[config.mk]
export PLATFORM = sky130hd
export DESIGN_NAME = detector_jogada_flat
export DESIGN_NICKNAME = d
export VERILOG_FILES = /design/src/rtl/detector_jogada_if.sv /design/src/rtl/detector_jogada.sv /design/src/flat_wrapper.sv
export SDC_FILE = /design/constraint.sdc
export NUM_CORES = 1
export LEC_CHECK = 0
export BUFFER_PORTS_ARGS = -buffer_cell sky130_fd_sc_hd__buf_2
export CAP_MARGIN = 5
export CORE_UTILIZATION = 45
export CTS_CLUSTER_DIAMETER = 150
export DETAILED_ROUTE_END_ITERATION = 10
export MAX_ROUTING_LAYER = met4
export PLACE_DENSITY_LB_ADDON = 0.12
export RECOVER_POWER = 50
export REMOVE_ABC_BUFFERS = 1
export SETUP_SLACK_MARGIN = 0.05
export SYNTH_ARGS = -nofsm -noshare
export SYNTH_HDL_FRONTEND = slang
export SYNTH_SLANG_ARGS = --single-unit
export TNS_END_PERCENT = 100
[constraint.sdc]
create_clock -name clock -period 2.17 [get_ports clock]
set_clock_uncertainty 0.05 [all_clocks]
set_input_delay 0.1085 -clock clock [delete_from_list [all_inputs] [get_ports clock]]
set_output_delay 0.1085 -clock clock [all_outputs]
set_load 0.05 [all_outputs]
[src/rtl/detector_jogada_if.sv]
// Button/play bundle between the raw player buttons, the control unit and
// the detector. The detector sits on the slave side; whoever drives the
// buttons and the enable and consumes the play takes the master side.
interface detector_jogada_if #(
    parameter int N_BOTOES = 4
);
    logic [N_BOTOES-1:0] botoes;
    logic                habilita;
    logic                jogada;
    logic [N_BOTOES-1:0] jogada_code;
    logic                multipla;
    logic [1:0]          db_estado;

    modport master (
        output botoes,
        output habilita,
        input  jogada,
        input  jogada_code,
        input  multipla,
        input  db_estado
    );

    modport slave (
        input  botoes,
        input  habilita,
        output jogada,
        output jogada_code,
        output multipla,
        output db_estado
    );
endinterface

[src/rtl/detector_jogada.sv]
// Play detector: synchronises and debounces the raw buttons and emits a
// single-cycle jogada pulse per confirmed press, with the registered button
// code and a multi-button flag. A full debounced release is required before
// the next press can be accepted, so held buttons never re-trigger.
module detector_jogada #(
    parameter int N_BOTOES        = 4,
    parameter int DEBOUNCE_CICLOS = 50000
) (
    input  logic              clock,
    input  logic              reset,
    detector_jogada_if.slave  bus
);
    // Counter just wide enough to reach DEBOUNCE_CICLOS-1 (DEBOUNCE_CICLOS >= 2).
    localparam int CNT_W = $clog2(DEBOUNCE_CICLOS);
    localparam logic [CNT_W-1:0] CNT_MAX = CNT_W'(DEBOUNCE_CICLOS - 1);

    typedef enum logic [1:0] {
        OCIOSO = 2'd0,
        FILTRA = 2'd1,
        PULSO  = 2'd2,
        SOLTA  = 2'd3
    } estado_t;

    estado_t             state_reg, state_next;
    logic [CNT_W-1:0]    cnt_reg, cnt_next;
    logic [N_BOTOES-1:0] cand_reg, cand_next;
    logic [N_BOTOES-1:0] code_reg, code_next;
    logic                mult_reg, mult_next;
    logic                jogada_comb;

    logic [N_BOTOES-1:0] sync_a_reg;
    logic [N_BOTOES-1:0] b_sync;
    logic                cand_multi;

    // Two-flop synchroniser, one independent chain per button.
    generate
        for (genvar gi = 0; gi < N_BOTOES; gi++) begin : g_sync
            always_ff @(posedge clock or negedge reset) begin
                if (!reset) begin
                    sync_a_reg[gi] <= 1'b0;
                    b_sync[gi]     <= 1'b0;
                end else begin
                    sync_a_reg[gi] <= bus.botoes[gi];
                    b_sync[gi]     <= sync_a_reg[gi];
                end
            end
        end
    endgenerate

    // More than one bit set: clearing the lowest set bit leaves something.
    assign cand_multi = (cand_reg & (cand_reg - 1'b1)) != '0;

    // State, counter, candidate and play-output registers.
    always_ff @(posedge clock or negedge reset) begin
        if (!reset) begin
            state_reg <= OCIOSO;
            cnt_reg   <= '0;
            cand_reg  <= '0;
            code_reg  <= '0;
            mult_reg  <= 1'b0;
        end else begin
            state_reg <= state_next;
            cnt_reg   <= cnt_next;
            cand_reg  <= cand_next;
            code_reg  <= code_next;
            mult_reg  <= mult_next;
        end
    end

    // Next-state and datapath decisions; jogada is Moore-plus-enable in PULSO.
    always_comb begin
        state_next  = state_reg;
        cnt_next    = cnt_reg;
        cand_next   = cand_reg;
        code_next   = code_reg;
        mult_next   = mult_reg;
        jogada_comb = 1'b0;
        case (state_reg)
            OCIOSO: begin
                if (b_sync != '0) begin
                    cand_next  = b_sync;
                    cnt_next   = '0;
                    state_next = FILTRA;
                end
            end
            FILTRA: begin
                // Any change of pattern (release or extra button) restarts from idle.
                if (b_sync != cand_reg) begin
                    state_next = OCIOSO;
                end else if (cnt_reg == CNT_MAX) begin
                    code_next  = cand_reg;
                    mult_next  = cand_multi;
                    state_next = PULSO;
                end else begin
                    cnt_next = cnt_reg + 1'b1;
                end
            end
            PULSO: begin
                // Outside the enable window the press is consumed silently.
                jogada_comb = bus.habilita;
                cnt_next    = '0;
                state_next  = SOLTA;
            end
            SOLTA: begin
                // Any non-zero sample (held or bouncing) restarts the release count.
                if (b_sync != '0) begin
                    cnt_next = '0;
                end else if (cnt_reg == CNT_MAX) begin
                    state_next = OCIOSO;
                end else begin
                    cnt_next = cnt_reg + 1'b1;
                end
            end
            default: begin
                state_next = OCIOSO;
            end
        endcase
    end

    assign bus.jogada      = jogada_comb;
    assign bus.jogada_code = code_reg;
    assign bus.multipla    = mult_reg;
    assign bus.db_estado   = state_reg;

endmodule

[src/flat_wrapper.sv]
// flat-port wrapper written by rule: the top's interface ports become plain ports
module detector_jogada_flat 
#(
    parameter int N_BOTOES        = 4,
    parameter int DEBOUNCE_CICLOS = 50000
)
  (clock, reset, bus_botoes, bus_habilita, bus_jogada, bus_jogada_code, bus_multipla, bus_db_estado);
  detector_jogada_if #(.N_BOTOES(N_BOTOES)) bus_i ();
  input  logic clock;
  input  logic reset;
  input wire logic [$bits(bus_i.botoes)-1:0] bus_botoes;
  input wire logic [$bits(bus_i.habilita)-1:0] bus_habilita;
  output wire logic [$bits(bus_i.jogada)-1:0] bus_jogada;
  output wire logic [$bits(bus_i.jogada_code)-1:0] bus_jogada_code;
  output wire logic [$bits(bus_i.multipla)-1:0] bus_multipla;
  output wire logic [$bits(bus_i.db_estado)-1:0] bus_db_estado;
  assign bus_i.botoes = bus_botoes;
  assign bus_i.habilita = bus_habilita;
  assign bus_jogada = bus_i.jogada;
  assign bus_jogada_code = bus_i.jogada_code;
  assign bus_multipla = bus_i.multipla;
  assign bus_db_estado = bus_i.db_estado;
  detector_jogada #(.N_BOTOES(N_BOTOES), .DEBOUNCE_CICLOS(DEBOUNCE_CICLOS)) u_core (.clock(clock), .reset(reset), .bus(bus_i));
endmodule
* Yosys cells after proc, flatten, opt, wreduce, memory -nomap -nowiden
Index checks and enable logic that the tools add are counted.
Word-level totals: bits of input ports 7, output and inout bits 8, register bits after elaboration 35
Cells by class: multiplexer cells 12, reductions and logical operators 7, add/sub/neg operators 2, bitwise logic cells 2, eq/ne operators 10
Operators by type and width (count):
- two-way mux 16 bit | 4
- one-hot mux 16 bit (4 select lines) | 1
- adder 16 x 1 -> 16 bit (second input constant) | 1
- equality test 16 bit (second input constant) | 1
- two-way mux 2 bit | 5
- one-hot mux 2 bit (4 select lines) | 1
- nonzero test 4 bit | 2
- bitwise AND 4 bit | 1
- equality test 2 bit (second input constant) | 2
- != test 2 x 1 -> 1 bit (second input constant) | 2
- != test 2 bit (second input constant) | 2
- != test 4 bit | 1
- AND reduction 2 bit | 2
- AND reduction 4 bit | 1
- subtractor 4 x 1 -> 4 bit (second input constant) | 1
- != test 3 x 1 -> 1 bit (second input constant) | 1
- AND reduction 3 bit | 1
- equality test 2 x 1 -> 1 bit (second input constant) | 1
- zero test 2 bit | 1
- two-way mux 1 bit | 1
- NOT 1 bit | 1

* Longest topological paths before layout
word-level depth 4, depth in mapped cells 6, mapped depth without buffers 6

* Worst setup path before layout
Ideal clock, no wire load.
path kind register to register, start point register u_core.state_reg[0], in the netlist u_core.bus.db_estado[0], end point register u_core.code_reg[0], in the netlist u_core.bus.jogada_code[0], data required time 1.995 ns, setup time 0.125 ns, cell stages (with the launch flop) 6, buffers on the path 0, slack 0.037 ns, clock period less this slack 2.133 ns, arrival 1.958 ns, cell sequence dfrtp_1 > inv_1 > nor2_1 > nand2_1 > nor4_4 > mux2_2
Between the ends: word-level cells in the longest chain between the ends 2
RTL lines:
- start, declared | line detector_jogada.sv:24 | estado_t state_reg, state_next;
- start signal, assigned | line detector_jogada.sv:62 | state_reg <= state_next;
- equality test 2 x 1 -> 1 bit | line detector_jogada.sv:78 | case (state_reg)
- AND reduction 3 bit (no source line)
- end signal, assigned | line detector_jogada.sv:65 | code_reg <= code_next;
- end, declared | line detector_jogada.sv:27 | logic [N_BOTOES-1:0] code_reg, code_next;
No other way between the ends. A chain may end at the register's enable or synchronous reset.

* Worst setup path after layout
start point register u_core.b_sync[2], end point register u_core.code_reg[2], in the netlist u_core.bus.jogada_code[2]
Between the ends: word-level cells in the longest chain between the ends 3
RTL lines:
- start, declared | line detector_jogada.sv:32 | logic [N_BOTOES-1:0] b_sync;
- start signal, assigned by index | line detector_jogada.sv:44 | b_sync[gi] <= sync_a_reg[gi];
- != test 4 bit | line detector_jogada.sv:88 | if (b_sync != cand_reg) begin
- NOT 1 bit (no source line)
- AND reduction 3 bit (no source line)
No other way between the ends.

==> metrics.cfg <==
[grt]
grt_pass1_wl_um=5830
use_met1_pct=26.6
top_usage_layer=met2
overflow=0
grt_pass1_vias=1299
track_usage_pct=19.4
antenna_found_initial=0
grt_util_met2_pct=28.9
grt_max_degree=36
grt.met3_usage_pct=4.89

[critical_path]
crit_fanout=6
end_kind=register
crit_type=register to register
worstSetupStartpointType=register
required_ns=2.28
arrival_ns=2.20

[run]
maxCapViolCount=0

[cells_and_area]
multi_input_area_um2=815
fillers=298
largest_reg_flops=16
final_common_cell=dfrtp_1
syn2layout_area_growth_pct=27.3
layout-drive-gt1-share_pct=23.9
final_cell_mix=dfrtp_1 (33), nand2_1 (17), buf_4 (17), a21oi_1 (16), o21ai_0 (13)
diodes=0
seq_area_um2=878
nets=216

[synthesis]
syn_area_um2=1690
synthTopCellsByArea=dfrtp_1 (52%), a21oi_1 (5.3%), o21ai_0 (3.9%)
synthArstFlopShare_pct=100
synth_mux_area_share_pct=3.93
synth_xor_xnor_area_share_pct=2.59
synth_edf_count=0
yosys.area_share.simple_pct=22.1
synth_cell_type_count=37
synth-adder-area-share_pct=1.33
synth_top_area_share_pct=51.9
synth_area_per_cell_um2=10.2
synth_seq_area_share_pct=51.9
ys_dominant_reg_cell=dfrtp_1
synth_compound_area_share_pct=16.3
synth_top_family_by_area=simple AND/OR/NAND/NOR gates
syn_inst=166
yosysWarnings=0
ys_ff_latch=35
yosysTopAreaCell=dfrtp_1

[detailed_routing]
vias=1390
ant_nets=0
via_per_inst=5.45
wl_um=3450
drc=0
dr.pass1.iters=4
wl_per_cell_um=13.5
first_iter_violations=75

[clock_network]
root_buffer=clkbuf_8
cts_buffer_depth=2
path_clk_slew_ns=0.07
cts_max_level=2
cts_tree=built
cts_sinks=35
insertion_delay_ns=0.28
cts_inserted_buffers=5

[sta]
finalSetupViolations=0
fmax_ghz=0.479
hold_viol_final=0
holdWs_ns=0.299
rsz0062_at_grt=yes
min_period_ns=2.09
slew-limit-headroom_pct=31.5
setup_ws_ns=0.0811
tightest_slew_ns=1.03
post-route-period-util_pct=96.3
tns_ns=0
maxSlewViolCount=0

[power_and_ir_drop]
p_leak_nw=0.931
p_clk_share_pct=31.8
swShare_pct=32.9
internal_power_mw=1.46
p_switching_mw=0.714
vdd_drop_max_uv=531
seq_power_share_pct=37.0
p_comb_share_pct=31.2
totalPowerFinal_mw=2.17
p_per_area_nw_per_um2=1010

[floorplan]
coreArea_um2=3470
ios=15
die_area_um2=4000
num_rows=21
start_util_pct=48.7
die_h_um=63.3
die_w_um=63.3

[placement]
hpwlAfterDp_um=2480
gp_congestion=0.950
portBuffers=14
place_ws_ns=0.00372

[run_status]
outcome=finished, final reports clean

[min_path]
min_path_type=register to register

==> cells in the mapped netlist, drive strengths merged (3+ instances only) <==
cell	count
a21oi	18
dfrtp	35
inv	6
mux2	5
nand2	17
nand3	6
nand4	3
nor2	10
nor3	4
nor4	3
o21ai	13
o31ai	4
or3	7
or4	5
xor2	5
==> path summary, 6_finish.rpt <==
kind	startpoint	end	slack (ns)	cells past startpoint
min in group asynchronous	reset	u_core.cnt_reg[15]	0.40	2
worst max register to register	u_core.b_sync[2]	u_core.bus.jogada_code[2]	0.08	6
worst min register to register	u_core.sync_a_reg[3]	u_core.b_sync[3]	0.30	0
max in group asynchronous	reset	u_core.cand_reg[2]	1.11	2
worst max-delay path	u_core.b_sync[2]	u_core.bus.jogada_code[2]	0.08	6
worst min-delay path	u_core.sync_a_reg[3]	u_core.b_sync[3]	0.30	0
==> worst max-delay path, cell delays in order, from the launching register on <==
cell	delay, ns
dfrtp_1	0.42
xor2_1	0.20
nor4_4	0.37
nand2_1	0.14
nor4_4	0.27
buf_4	0.19
mux2_2	0.34
==> stage by stage <==
stage	utilization (%)	cells	area, um2
3_3_place_gp	55.2	238	1910
2_1_floorplan	-	164	1680
5_1_grt	62.0	255	2150
4_1_cts	60.8	252	2110
6_report	62.0	255	2150
3_5_place_dp	55.2	238	1910
==> repair_timing <==
| item | 4_1_cts | 5_1_grt |
|---|---|---|
| gates resized for setup | 0 | 6 |
| setup endpoints to repair | 5 | 14 |
| buffers inserted | 1 | 2 |
| hold endpoints to repair | 39 | 0 |
| pin swaps | 1 | 5 |
| gates cloned | 0 | 1 |
| hold buffers | 5 | 0 |
==> logic make-up (layout without fill, tap and decap cells) <==
logic type / count (synthesis) / count (layout)
adders and majority gates: 2 / 2
muxes: 6 / 6
DFF: 35 / 35
buffers and inverters: 8 / 50
and+or+nand+nor: 64 / 64
AOI/OAI and AO/OA: 46 / 47
xor gates and xnor gates: 5 / 5
==> layout make-up <==
cell class / instances / area share [%]
tap: 46 / 2.68
sequential: 35 / 40.8
timing repair buffer: 36 / 11.2
clock inverter: 3 / 3.14
clock buffer: 5 / 3.20
inverter: 6 / 1.05
multi-input combinational: 124 / 37.9
==> layer usage <==
metal	routed length, um	vias up
met5	0	-
met4	19	0
met3	138	2
met2	1590	29
met1	1700	661
li1	-	698
==> power groups by stage <==
stage | sequential [mW] | combinational (mW) | clock (mW)
2_1_floorplan | 0.840 | 0.375 | 0
3_3_place_gp | 0.810 | 0.599 | 0
3_5_place_dp | 0.815 | 0.612 | 0
4_1_cts | 0.802 | 0.621 | 0.701
5_1_grt | 0.817 | 0.758 | 0.733
6_report | 0.804 | 0.677 | 0.690
(Power assumes the default switching activity.)
